`src/rtl/sweep_peak_detector.sv`:
```
// ----------------------------------------------------------------------------
// sweep_peak_detector
// Tracks the peak magnitude, max(|I|,|Q|) + min(|I|,|Q|)/2, over one
// frequency sweep and the DDS tuning word where it occurred. At sweep end it
// presents one summary record on a valid/ready port.
//
// Ports:
//   clk, reset_n                 clock, async active-low reset
//   sweep_start, sweep_done      sweep control from the frequency sweeper
//   dds_freq                     current DDS tuning word
//   data_valid, i_component,     phase detector result strobe and signed I/Q
//   q_component
//   result_valid, result_ready   summary record handshake
//   peak_freq, peak_mag,         summary record payload
//   point_count
//   busy                         high while not IDLE
//
// Optional feature, macro PEAK_THRESHOLD_EN:
//   mag_threshold (in)           minimum magnitude for a peak candidate
//   peak_found (out)             at least one point passed the threshold
// ----------------------------------------------------------------------------
module sweep_peak_detector #(
  parameter int unsigned DATA_W = 32,
  parameter int unsigned FREQ_W = 32,
  parameter int unsigned CNT_W  = 16
) (
  input  logic                     clk,
  input  logic                     reset_n,
  input  logic                     sweep_start,
  input  logic                     sweep_done,
  input  logic [FREQ_W-1:0]        dds_freq,
  input  logic                     data_valid,
  input  logic signed [DATA_W-1:0] i_component,
  input  logic signed [DATA_W-1:0] q_component,
`ifdef PEAK_THRESHOLD_EN
  input  logic [DATA_W:0]          mag_threshold,
  output logic                     peak_found,
`endif
  output logic                     result_valid,
  input  logic                     result_ready,
  output logic [FREQ_W-1:0]        peak_freq,
  output logic [DATA_W:0]          peak_mag,
  output logic [CNT_W-1:0]         point_count,
  output logic                     busy
);

  localparam int unsigned MAG_W = DATA_W + 1;
  localparam logic [DATA_W-1:0] ABS_MAX = {1'b0, {(DATA_W-1){1'b1}}};
  localparam logic [DATA_W-1:0] NEG_MIN = {1'b1, {(DATA_W-1){1'b0}}};
  localparam logic [CNT_W-1:0]  CNT_MAX = '1;

  typedef enum logic [1:0] {
    S_IDLE   = 2'd0,
    S_SWEEP  = 2'd1,
    S_DRAIN  = 2'd2,
    S_REPORT = 2'd3
  } state_t;

  state_t r_state;
  state_t w_next_state;
  logic   w_clear;
  logic   w_capture;

  // Stage 1 registers
  logic              r_s1_valid;
  logic [DATA_W-1:0] r_a;
  logic [DATA_W-1:0] r_b;
  logic [FREQ_W-1:0] r_freq;

  // Stage 2 combinational magnitude
  logic [DATA_W-1:0] w_max;
  logic [DATA_W-1:0] w_min;
  logic [MAG_W-1:0]  w_mag;
  logic              w_cand;
  logic              w_update;

  // Absolute value; the most negative code saturates instead of wrapping
  function automatic logic [DATA_W-1:0] f_abs_sat(input logic [DATA_W-1:0] x);
    if (!x[DATA_W-1]) begin
      return x;
    end else if (x == NEG_MIN) begin
      return ABS_MAX;
    end else begin
      return DATA_W'(~x + 1'b1);
    end
  endfunction

  // State register
  always_ff @(posedge clk or negedge reset_n) begin
    if (!reset_n) begin
      r_state <= S_IDLE;
    end else begin
      r_state <= w_next_state;
    end
  end

  // Next-state logic and sweep control strobes
  always_comb begin
    w_next_state = r_state;
    w_clear      = 1'b0;
    w_capture    = 1'b0;
    case (r_state)
      S_IDLE: begin
        if (sweep_start) begin
          w_next_state = S_SWEEP;
          w_clear      = 1'b1;
        end
      end
      S_SWEEP: begin
        w_clear   = sweep_start;
        w_capture = data_valid;
        if (sweep_done) begin
          w_next_state = S_DRAIN;
        end
      end
      S_DRAIN: begin
        w_next_state = S_REPORT;
      end
      S_REPORT: begin
        if (result_ready) begin
          w_next_state = S_IDLE;
        end
      end
      default: begin
        w_next_state = S_IDLE;
      end
    endcase
  end

  // Registered status outputs, aligned with the state register
  always_ff @(posedge clk or negedge reset_n) begin
    if (!reset_n) begin
      result_valid <= 1'b0;
      busy         <= 1'b0;
    end else begin
      result_valid <= (w_next_state == S_REPORT);
      busy         <= (w_next_state != S_IDLE);
    end
  end

  // Stage 1: absolute values and the tuning word of the same sample
  always_ff @(posedge clk or negedge reset_n) begin
    if (!reset_n) begin
      r_s1_valid <= 1'b0;
      r_a        <= '0;
      r_b        <= '0;
      r_freq     <= '0;
    end else begin
      r_s1_valid <= w_capture;
      if (w_capture) begin
        r_a    <= f_abs_sat(i_component);
        r_b    <= f_abs_sat(q_component);
        r_freq <= dds_freq;
      end
    end
  end

  // Stage 2 magnitude and peak compare
  always_comb begin
    w_max  = r_b;
    w_min  = r_a;
    if (r_a >= r_b) begin
      w_max = r_a;
      w_min = r_b;
    end
    w_mag  = MAG_W'(w_max) + MAG_W'(w_min >> 1);
    w_cand = r_s1_valid;
`ifdef PEAK_THRESHOLD_EN
    w_cand = r_s1_valid && (w_mag >= mag_threshold);
`endif
    // Strict compare: ties keep the earlier point
    w_update = w_cand && (w_mag > peak_mag);
  end

  // Stage 2 statistics; a new sweep_start discards any in-flight point
  always_ff @(posedge clk or negedge reset_n) begin
    if (!reset_n) begin
      peak_mag    <= '0;
      peak_freq   <= '0;
      point_count <= '0;
`ifdef PEAK_THRESHOLD_EN
      peak_found  <= 1'b0;
`endif
    end else if (w_clear) begin
      peak_mag    <= '0;
      peak_freq   <= '0;
      point_count <= '0;
`ifdef PEAK_THRESHOLD_EN
      peak_found  <= 1'b0;
`endif
    end else if (r_s1_valid) begin
      if (point_count != CNT_MAX) begin
        point_count <= point_count + 1'b1;
      end
      if (w_update) begin
        peak_mag  <= w_mag;
        peak_freq <= r_freq;
      end
`ifdef PEAK_THRESHOLD_EN
      if (w_cand) begin
        peak_found <= 1'b1;
      end
`endif
    end
  end

endmodule
```
`config.mk`:
```
export PLATFORM = sky130hd
export DESIGN_NAME = sweep_peak_detector
export DESIGN_NICKNAME = d
export VERILOG_FILES = /design/src/rtl/sweep_peak_detector.sv
export SDC_FILE = /design/constraint.sdc
export NUM_CORES = 1
export LEC_CHECK = 0
export ABC_AREA = 1
export BUFFER_PORTS_ARGS = -buffer_cell sky130_fd_sc_hd__buf_2
export CAP_MARGIN = 20
export CORE_MARGIN = 1
export CORE_UTILIZATION = 40
export CTS_CLUSTER_DIAMETER = 30
export DETAILED_ROUTE_END_ITERATION = 8
export GPL_TIMING_DRIVEN = 0
export PLACE_DENSITY = 0.72
export SLEW_MARGIN = 5
export SYNTH_ARGS = -nofsm -noshare
export SYNTH_HDL_FRONTEND = slang
export SYNTH_SLANG_ARGS = --single-unit
```
`constraint.sdc`:
```
create_clock -name clk -period 4.45 [get_ports clk]
set_input_delay 0.89 -clock clk [delete_from_list [all_inputs] [get_ports clk]]
set_output_delay 0.89 -clock clk [all_outputs]
set_load 0.03 [all_outputs]
```
==> flow_summary.json <==
{
  "multi_input_area_mm2": 0.00813,
  "numCtsBuffers": 17,
  "yosysWarnings": 0,
  "finalSetupViolCount": 65,
  "fp.dieArea_mm2": 0.0333,
  "place_hpwl_um": 30100,
  "crit_type": "reg -> reg",
  "cts_max_path_buffers": 2,
  "tightest_slew_ps": 784,
  "drtPass1Iterations": 8,
  "overflow": 0,
  "finalMaxSlewViolations": 0,
  "syn2layout_area_growth_pct": 28.6,
  "ys_ff_latch": 182,
  "io_buffers": 183,
  "grt_max_degree": 116,
  "boundaryPins": 185,
  "rr_worst_depth": 34,
  "worst_setup_path_start_kind": "register",
  "rsz0062_at_grt": "yes",
  "timing.rr.end": "peak_freq[13]",
  "synthTopCellsByCount": "nand2_1, inv_1, dfrtp_1",
  "grt_busiest_layer": "met2",
  "htree_num_levels": 4,
  "fill_cells": 2996,
  "yosys_most_used_dff": "dfrtp_1",
  "use_met1": 0.331,
  "cp_max_fo": 10,
  "layout_min_cycle_time_ps": 5220,
  "drv_cap": 0,
  "cp_top_family": "simple AND/OR/NAND/NOR gates",
  "regArea_mm2": 0.00456,
  "outcome": "complete, but fails checks",
  "async_reset_ff_frac": 1.00,
  "grt_use_met3": 0.0289,
  "post-route-drc-count": 0,
  "layout_setup_ws_ps": -772,
  "crit_start": "r_b[14]",
  "fmax_mhz": 192,
  "vias_per_cell": 5.09,
  "hold_class": "in -> async",
  "num_antenna_cells": 0,
  "max_stage_delay_ps": 400,
  "cpMaxStageDelayCell": "dfrtp_1",
  "drtIter0Drc": 828,
  "grt_pass1_vias": 12400,
  "cts_tree": "built",
  "synth_area_per_cell_um2": 7.25,
  "yosysTopAreaCell": "dfrtp_1",
  "yosysMostFrequentCell": "nand2_1",
  "hold_violations": 0,
  "core_area_mm2": 0.0318,
  "syn_inst": 1799,
  "worst_r2r_startpoint": "r_b[14]",
  "grtUsageMet2": 0.395,
  "wire_per_inst_um": 16.1,
  "cp.arrival_ps": 5570,
  "insertion_delay_ps": 450,
  "preCtsSetupSlack_ps": -1210,
  "yosysSeqAreaShare": 0.349,
  "synth_top_cell_area_share": 0.349,
  "crit_required_ps": 4790,
  "critPathBufInv": 7,
  "layout-drive-gt1-share": 0.279,
  "routed_wl_um": 40500,
  "reg2reg_slack_ps": -770,
  "ys_types": 59,
  "path_clk_slew_ps": 90,
  "gp_congestion": 0.928,
  "vias": 12800,
  "syn-num-nets": 2001,
  "nets": 2273,
  "violations": "negative setup slack",
  "period_share": 1.17,
  "synth_area_mm2": 0.0130,
  "grt_use_total": 0.242,
  "relSlewSlack": 0.478,
  "grt_first_pass_wirelength_um": 63700,
  "clkSinkCount": 182,
  "start_util": 0.410,
  "cts-root-buf": "clkbuf_16",
  "synth-edff-count": 0,
  "die_h_um": 183,
  "synthTopCellsByArea": "dfrtp_1, nand2_1, ha_1, inv_1, nor2_1",
  "drtAntennaViolNets": 0,
  "die_x_um": 183,
  "rows": 65,
  "skew_ps": 17.1,
  "worstSetupEndpointType": "register",
  "antenna_found_initial": 0
}
## state kept, by name, indices dropped and copies added (netlist names)
| name | flops |
|---|---|
| r_s1_valid | 1 |
| r_freq | 32 |
| r_a | 32 |
| peak_freq | 32 |
| r_b | 32 |
| peak_mag | 33 |
| busy | 1 |
| result_valid | 1 |
| point_count | 16 |
| r_state | 2 |
## metal layers
| layer | vias up | routed length [um] |
|---|---|---|
| met5 | - | 0 |
| met4 | 0 | 1230 |
| met3 | 82 | 1900 |
| met2 | 393 | 18800 |
| met1 | 5969 | 18600 |
| li1 | 6378 | - |
## kinds of logic (layout without fill, tap and decap cells)
kind of cell    Yosys count  in the layout  synth area share
compound gates          329            329             0.146
xor+xnor                 63             63            0.0423
fa+ha+maj               100            100            0.0965
buf+inv                 283            568            0.0925
flops                   182            182             0.349
simple gates            842            842             0.273
## cell type report
| class | count | share of cell area |
|---|---|---|
| tap | 435 | 0.0325 |
| buffer | 51 | 0.0275 |
| multi-input combinational | 1334 | 0.485 |
| clock buffer | 18 | 0.0256 |
| clock inverter | 14 | 0.0110 |
| inverter | 231 | 0.0528 |
| sequential | 182 | 0.272 |
| timing repair buffer | 254 | 0.0942 |
## worst max-delay path by stage
stage	end	slack [ps]	depth (start not counted)
after global routing	peak_freq[4]	-1090	36
after detailed placement	peak_freq[25]	-1210	32
final	peak_freq[13]	-770	34
after CTS	peak_freq[17]	-650	35
after global placement	peak_freq[26]	-1190	32
after floorplan	peak_mag[26]	-50	33
## placed cells by master (no fill, tap or decap), types with 59 or more instances in the layout
cell type	n
a21oi_1	82
buf_2	188
buf_4	67
dfrtp_1	181
ha_1	74
inv_1	208
nand2_1	459
nand2_2	64
nand3_1	59
nor2_1	130
o21ai_0	72
## through the flow
step	instances	instance area [um^2]	utilization	TNS (ps)	hold WS (ps)
floorplan	1799	13100	-	-1690	442
global placement	2417	14500	0.458	-156740	451
detailed placement	2418	14600	0.459	-76030	453
CTS	2509	16300	0.513	-39150	408
global route	2519	16800	0.527	-65720	411
finish	2519	16800	0.527	-45420	368
## timing repair
action | in CTS | in global routing
endpoints found under the setup margin | 65 | 65
gates resized for setup | 182 | 121
setup buffers | 52 | 15
gates cloned | 7 | 0
hold endpoints to repair | 0 | 0
hold buffers | 0 | 0
pin swaps | 57 | 20
## worst register-to-register path, delay by kind of cell (launching register included)
family,cells,cell delay (ps)
adder cells (fa/ha/maj),3,940
AO/OA/AOI/OAI,5,940
flip-flops,1,400
AND/OR/NAND/NOR,19,1930
buffers and inverters,7,930
Power is not shown: default switching activity piles up to over one toggle a cycle in this logic, so the estimate is an artifact.
